<file path="src/rtl/gauss3x3_blur_ctrl.sv">
// 3x3 Gaussian blur sequencer: walks each interior window, issues 9 reads,
// accumulates 1-2-1 weighted samples and emits one rounded pixel per window.
module gauss3x3_blur_ctrl #(
    parameter int IMG_W  = 5,
    parameter int IMG_H  = 5,
    parameter int ADDR_W = 5,
    parameter int DATA_W = 32,
    parameter int PIX_W  = 8
) (
    input  logic              clk,
    input  logic              rst_n,
    input  logic              start,
    output logic [ADDR_W-1:0] mem_addr,
    input  logic [DATA_W-1:0] mem_dout,
    output logic              busy,
    output logic              pix_valid,
    output logic [PIX_W-1:0]  pix_out,
    output logic [ADDR_W-1:0] pix_idx,
    output logic              done
);
    localparam int NWIN  = (IMG_W - 2) * (IMG_H - 2);
    localparam int ACC_W = PIX_W + 4;

    typedef enum logic [2:0] {S_IDLE, S_FETCH, S_DRAIN, S_EMIT, S_DONE} state_t;
    state_t state, state_nxt;

    logic [ADDR_W-1:0] ox, oy, widx;
    logic [1:0]        r, c, r_d, c_d;
    logic              rd_vld;
    logic [ACC_W-1:0]  acc, acc_nxt, term, rsum;
    logic [1:0]        sh;
    logic              fetch_end, last_win;

    assign fetch_end = (r == 2'd2) && (c == 2'd2);
    assign last_win  = (widx == ADDR_W'(NWIN - 1));

    always_comb begin
        state_nxt = state;
        case (state)
            S_IDLE:  if (start) state_nxt = S_FETCH;
            S_FETCH: if (fetch_end) state_nxt = S_DRAIN;
            S_DRAIN: state_nxt = S_EMIT;
            S_EMIT:  state_nxt = last_win ? S_DONE : S_FETCH;
            S_DONE:  state_nxt = S_IDLE;
            default: state_nxt = S_IDLE;
        endcase
    end

    // Weight is a power of two: shift by one for the middle row and middle column.
    always_comb begin
        sh      = {1'b0, r_d == 2'd1} + {1'b0, c_d == 2'd1};
        term    = ACC_W'(mem_dout[PIX_W-1:0]) << sh;
        acc_nxt = rd_vld ? acc + term : acc;
        rsum    = acc_nxt + ACC_W'(8);
    end

    always_comb begin
        mem_addr = '0;
        if (state == S_FETCH)
            mem_addr = ADDR_W'((int'(oy) + int'(r)) * IMG_W + int'(ox) + int'(c));
    end

    always_ff @(posedge clk or negedge rst_n) begin
        if (!rst_n) begin
            state     <= S_IDLE;
            ox        <= '0;
            oy        <= '0;
            widx      <= '0;
            r         <= '0;
            c         <= '0;
            r_d       <= '0;
            c_d       <= '0;
            rd_vld    <= 1'b0;
            acc       <= '0;
            busy      <= 1'b0;
            pix_valid <= 1'b0;
            pix_out   <= '0;
            pix_idx   <= '0;
            done      <= 1'b0;
        end else begin
            state  <= state_nxt;
            rd_vld <= (state == S_FETCH);
            r_d    <= r;
            c_d    <= c;
            busy   <= (state_nxt != S_IDLE);

            if (state == S_FETCH) begin
                if (c == 2'd2) begin
                    c <= '0;
                    r <= (r == 2'd2) ? 2'd0 : r + 2'd1;
                end else begin
                    c <= c + 2'd1;
                end
            end else begin
                r <= '0;
                c <= '0;
            end

            if (state != S_FETCH && state_nxt == S_FETCH)
                acc <= '0;
            else
                acc <= acc_nxt;

            // The 9th sample lands during DRAIN, so the result is taken from acc_nxt.
            pix_valid <= (state == S_DRAIN);
            if (state == S_DRAIN) begin
                pix_out <= rsum[ACC_W-1:4];
                pix_idx <= widx;
            end

            if (state == S_EMIT) begin
                if (last_win) begin
                    ox   <= '0;
                    oy   <= '0;
                    widx <= '0;
                end else begin
                    widx <= widx + 1'b1;
                    if (ox == ADDR_W'(IMG_W - 3)) begin
                        ox <= '0;
                        oy <= oy + 1'b1;
                    end else begin
                        ox <= ox + 1'b1;
                    end
                end
            end

            done <= (state == S_EMIT) && last_win;
        end
    end
endmodule

</file>
<file path="config.mk">
export PLATFORM = sky130hd
export DESIGN_NAME = gauss3x3_blur_ctrl
export DESIGN_NICKNAME = d
export VERILOG_FILES = /design/src/rtl/gauss3x3_blur_ctrl.sv
export SDC_FILE = /design/constraint.sdc
export NUM_CORES = 1
export LEC_CHECK = 0
export BUFFER_PORTS_ARGS = -buffer_cell sky130_fd_sc_hd__buf_2
export CELL_PAD_IN_SITES_DETAIL_PLACEMENT = 0
export CELL_PAD_IN_SITES_GLOBAL_PLACEMENT = 1
export CORE_MARGIN = 3
export CORE_UTILIZATION = 47
export CTS_BUF_LIST = sky130_fd_sc_hd__clkbuf_16
export DETAILED_ROUTE_END_ITERATION = 12
export PLACE_DENSITY_LB_ADDON = 0.3
export SYNTH_ARGS = -nofsm -noshare
export SYNTH_HDL_FRONTEND = slang
export SYNTH_SLANG_ARGS = --single-unit
</file>
<file path="constraint.sdc">
create_clock -name clk -period 5.87 [get_ports clk]
set_input_delay 1.4675 -clock clk [delete_from_list [all_inputs] [get_ports clk]]
set_output_delay 1.4675 -clock clk [all_outputs]
set_load 0.02 [all_outputs]
</file>
# Yosys cells after proc, flatten, opt, wreduce, memory -nomap -nowiden
# Cells that the tools add are included.
[classes]
addsub = 11
mul = 1
eq_ne = 12
n_shift = 1
n_mux = 17
n_reduce_logical = 7
[op_table]
columns = ["cell", "n"]
rows = [
  ["two-way mux 5 bit", 6],
  ["two-way mux 12 bit", 2],
  ["adder 5 x 1 -> 5 bit (second input constant)", 3],
  ["adder 12 bit", 1],
  ["adder 12 x 4 -> 12 bit (second input constant)", 1],
  ["case mux 3 bit (4 select lines)", 1],
  ["<< shifter 8 x 2 -> 12 bit", 1],
  ["two-way mux 2 bit", 5],
  ["two-way mux 3 bit", 3],
  ["adder 5 x 2 -> 6 bit", 1],
  ["equality test 3 x 1 -> 1 bit (second input constant)", 2],
  ["equality test 3 x 2 -> 1 bit (second input constant)", 2],
  ["multiplier 6 x 3 -> 5 bit (second input constant)", 1],
  ["adder 5 x 2 -> 5 bit", 1],
  ["adder 5 bit", 1],
  ["equality test 5 x 2 -> 1 bit (second input constant)", 1],
  ["equality test 5 x 4 -> 1 bit (second input constant)", 1],
  ["adder 2 x 1 -> 2 bit (second input constant)", 2],
  ["equality test 2 x 1 -> 1 bit (second input constant)", 2],
  ["equality test 2 bit (second input constant)", 2],
  ["logical AND 1 bit", 3],
  ["logical NOT 3 bit", 1],
  ["inequality test 3 x 1 -> 1 bit (second input constant)", 1],
  ["nonzero test 3 bit", 1],
  ["other kinds (4)", 4],
]
[totals]
reg_bits = 55
in_bits = 35
out_inout_bits = 21

# Longest topological paths before layout
[logic_depth]
depth_word = 7
depth_mapped = 17

# Worst setup path after synthesis
# Ideal clock, no wire load.
[synth_path]
kind = "reg2out"
start = "register oy[0]"
end = "output mem_addr[4]"
arrival_time_ns = 2.776
required_time_ns = 4.403
setup_slack_ns = 1.627
path_stages_with_launch = 11
path_buffers = 0
path_cell_list = "dfrtp_1 ha_1 fa_1 xor2_1 ha_1 ha_1 ha_1 a21o_1 a21oi_1 xnor2_1 nor2_1"
[synth_via]
elab_chain_cells = 5
[synth_lines]
columns = ["element", "line", "rtl"]
rows = [
  ["start: declaration", "27", "logic [ADDR_W-1:0] ox, oy, widx;"],
  ["start signal: assignment", "120", "oy <= oy + 1'b1;"],
  ["adder 5 x 2 -> 6 bit", "60", "mem_addr = ADDR_W'((int'(oy) + int'(r)) * IMG_W + int'(ox) + int'(c));"],
  ["multiplier 6 x 3 -> 5 bit", "60", ""],
  ["adder 5 bit", "60", ""],
  ["adder 5 x 2 -> 5 bit", "60", ""],
  ["two-way mux 5 bit", "59", "if (state == S_FETCH)"],
  ["end: declaration", "13", "output logic [ADDR_W-1:0] mem_addr,"],
]
# Every way passes these cells.

# Final worst setup path
[layout_path]
start = "register r[0]"
end = "output mem_addr[4]"
[layout_via]
elab_chain_cells = 5
[layout_lines]
columns = ["element", "line", "rtl"]
rows = [
  ["start: declaration", "28", "logic [1:0] r, c, r_d, c_d;"],
  ["start signal: assignment", "90", "r <= (r == 2'd2) ? 2'd0 : r + 2'd1;"],
  ["adder 5 x 2 -> 6 bit", "60", ""],
  ["multiplier 6 x 3 -> 5 bit", "60", ""],
  ["adder 5 bit", "60", ""],
  ["adder 5 x 2 -> 5 bit", "60", ""],
  ["two-way mux 5 bit", "59", ""],
]
# Every way passes these cells.

==> run_results.csv <==
group,metric,value,unit
setup_path,end_kind,"output port",
yosys,yosysTopAreaCellShare,0.3801,
die,die_area,0.008794,mm^2
global_route,grt_pass1_vias,2690,
clock_tree,cts_buffers,5,
sta,max_freq,214.3,MHz
setup_path,worst_path_most_repeated_cell,"ha_1",
placement,hpwl,5.343,mm
setup_path,r2r_start,"r_d[0]",
placement,pre_cts_ws,1.521,ns
global_route,track_usage,0.1802,
sta,hold_viol,0,
setup_path,r2r_slack,2.02,ns
routing,vias,2756,
setup_path,critPathMaxFanout,6,
final_layout,drive_gt1_frac,0.1296,
clock_tree,cts_resized,0,
setup_path,critical_path_arrival,3.20,ns
clock_tree,cts_root_buf,"clkbuf_16",
sta,rsz0062_at_grt,"false",
setup_path,crit_type,"reg -> out",
yosys,synth.distinct_cells,58,
global_route,grt_pass1_wl,12.82,mm
final_layout,utilization,0.5460,
setup_path,path_cells,"ha_1 > fa_1 > xor2_1 > ha_1 > ha_1 > ha_1 > a21o_1 > a21oi_1 > xnor2_1 > nor2_1 > buf_2",
routing,dr.pass1.iters,4,
sta,finalMaxSlewViolations,0,
yosys,ys.flop_type,"dfrtp_1",
die,rows,31,
routing,routedWlPerCell,14.13,um
clock_tree,htree_levels,2,
routing,via_per_inst,5.425,
hold_path,worstHoldStart,"c[0]",
setup_path,cpPeakStageDelay,0.44,ns
hold_path,hold_class,"reg -> reg",
setup_path,worst_path_max_delay_cell,"dfrtp_1",
sta,fin_ws,1.203,ns
die,core-area,0.007370,mm^2
clock_tree,post_cts_buffers,0,
die,start_util,0.4913,
die,io_pins,56,
yosys,post-synth-top-area-cell,"dfrtp_1",
yosys,synth-edff-count,0,
clock_tree,cts_sinks,55,
power_and_ir_drop,p_total,2.815,mW
run,maxCapViolCount,0,
global_route,antenna_found_initial,0,
setup_path,start_kind,"register",
yosys,synth_seq_cells,55,
yosys,synth_area,0.003621,mm^2
clock_tree,clk_pin_slew,0.07,ns
sta,max_slew_margin,0.2417,
placement,portBuffers,31,
final_layout,n_antenna_cell,0,
clock_tree,clock_path_buffers,2,
clock_tree,clock_latency,0.29,ns
clock_tree,cts_hold_buf,0,
global_route,grt-ovfl-total,0,
power_and_ir_drop,p_leak,1.917,nW
global_route,grt_max_degree,56,
power_and_ir_drop,p_per_area,699.5,mW/mm^2
yosys,synth-seq-area-share,0.3801,
routing,routed_wl,7.177,mm
sta,finalSetupTns,0,ns
final_layout,nets,478,
clock_tree,cts_tree,"done",
sta,setup_viol,0,
final_layout,fillers,707,
yosys,ys_warn_count,0,
yosys,ys_top_cells_by_area,"dfrtp_1 (38%), ha_1 (9.7%), nand2_1 (4.9%), mux2i_1 (4.4%), nor2_1 (3.4%)",
setup_path,critPathRequiredTime,4.40,ns
die,die_y,93.78,um
sta,fin_crit,4.667,ns
yosys,synth_cells,384,
routing,ant_nets,0,
setup_path,startpoint,"r[0]",
final_layout,area_growth,11.13,%
routing,drc,0,
yosys,synth_async_sr_flop_share,1.000,
run_status,status,"complete, no violations",
die,die_width,93.78,um
sta,tightest_slew,1.134,ns
routing,drtIter0Drc,116,
yosys,avgSynthCellArea,9.430,um^2
sta,fin_crit_sh,0.7951,
power_and_ir_drop,peakVddDrop,0.0002071,V
placement,gp_congestion,0.7883,
sta,fin_skew,0.007343,ns
yosys,syn_nets,453,
sta,hold_slack,0.4128,ns
final timing paths:
path                               endpoint  cells after the start
worst min-delay path                 c_d[0]                      0
max in group asynchronous            acc[3]                      2
worst max-delay path            mem_addr[4]                     11
worst min register to register       c_d[0]                      0
min in group asynchronous        pix_out[4]                      2
worst max register to register   pix_out[5]                     13
worst max-delay path: cells and delay by family, from the launching register on:
family | cells | cell delay (ns)
AO/OA/AOI/OAI | 2 | 0.32
buffers and inverters | 1 | 0.18
adder cells (fa/ha/maj) | 5 | 1.59
flip-flops | 1 | 0.44
XOR/XNOR | 2 | 0.27
AND/OR/NAND/NOR | 1 | 0.10
area by class of cell:
class / count / area (um^2) / area share
multi-input combinational: 292 / 2112 / 0.5249
sequential: 55 / 1376 / 0.3420
timing repair buffer: 32 / 162.7 / 0.04042
clock buffer: 5 / 125.1 / 0.03109
tap: 99 / 123.9 / 0.03078
inverter: 23 / 86.33 / 0.02146
clock inverter: 2 / 37.54 / 0.009328
layer usage:
metal | GRT usage | up-vias | routed length, um
li1 | - | 1409 | -
met1 | 0.2456 | 1323 | 3525
met2 | 0.3016 | 18 | 3437
met3 | 0.02724 | 6 | 137
met4 | 0.04332 | 0 | 76
met5 | 0 | - | 0
stage by stage:
stage               cell area (um^2)  std cells
CTS                             4024        508
detailed placement              3861        501
global placement                3861        501
floorplan                       3621        384
global route                    4024        508
finish                          4024        508
cell families (layout without fill, tap and decap cells):
group                    count (synthesis)  after routing  share of synthesized area
AND/OR/NAND/NOR                        143            143                     0.1973
AO/OA/AOI/OAI                           79             79                     0.1603
flip-flops                              55             55                     0.3801
buffers and inverters                   37             62                    0.03835
adder cells (fa/ha/maj)                 34             34                     0.1299
XOR/XNOR                                18             18                    0.04354
multiplexers                            18             18                    0.05045
Yosys cell counts (2+ instances only):
library cell / number
dfrtp_1: 55
nand2_1: 47
nor2_1: 33
ha_1: 28
inv_1: 23
o21ai_0: 22
mux2i_1: 16
a21oi_1: 12
clkbuf_1: 12
nor2b_1: 11
nor3_1: 10
xnor2_1: 10
o31ai_1: 8
xor2_1: 8
nand3_1: 7
o21a_1: 7
fa_1: 6
a21o_1: 4
nand3b_1: 4
and2_1: 3
nand2b_1: 3
nand4_1: 3
nor3b_1: 3
nor4_1: 3
o31a_1: 3
or3_1: 3
a211oi_1: 2
buf_1: 2
mux2_2: 2
nor4b_1: 2
o2111a_1: 2
o211ai_1: 2
or2_2: 2
or3_4: 2
cells in the final DEF (no fill, tap or decap), types with 4 or more instances in the layout:
cell type,Yosys,final
inv_1,23,23
a21o_1,4,4
nand3_1,7,7
nand3b_1,4,4
nor3_1,10,10
o31ai_1,8,8
ha_1,28,28
buf_2,0,31
xnor2_1,10,10
nor2_1,33,33
mux2i_1,16,16
xor2_1,8,8
fa_1,6,6
dfrtp_1,55,55
o21ai_0,22,22
nor2b_1,11,11
a21oi_1,12,12
nand2_1,47,47
o21a_1,7,7
clkbuf_16,0,5
where the power goes:
group | switching, mW | total [mW] | internal, mW
Clock | 0.134 | 0.333 | 0.199
Combinational | 1.09 | 1.90 | 0.804
Sequential | 0.0904 | 0.584 | 0.494
sequential cells by signal, summed over array words and instances, names as in the netlist:
name       count
ox             5
pix_out        8
rd_vld         1
pix_valid      1
oy             5
c              2
done           1
state          3
r_d            2
pix_idx        5
c_d            2
r              2
busy           1
widx           5
acc           12
(Power assumes the default switching activity.)
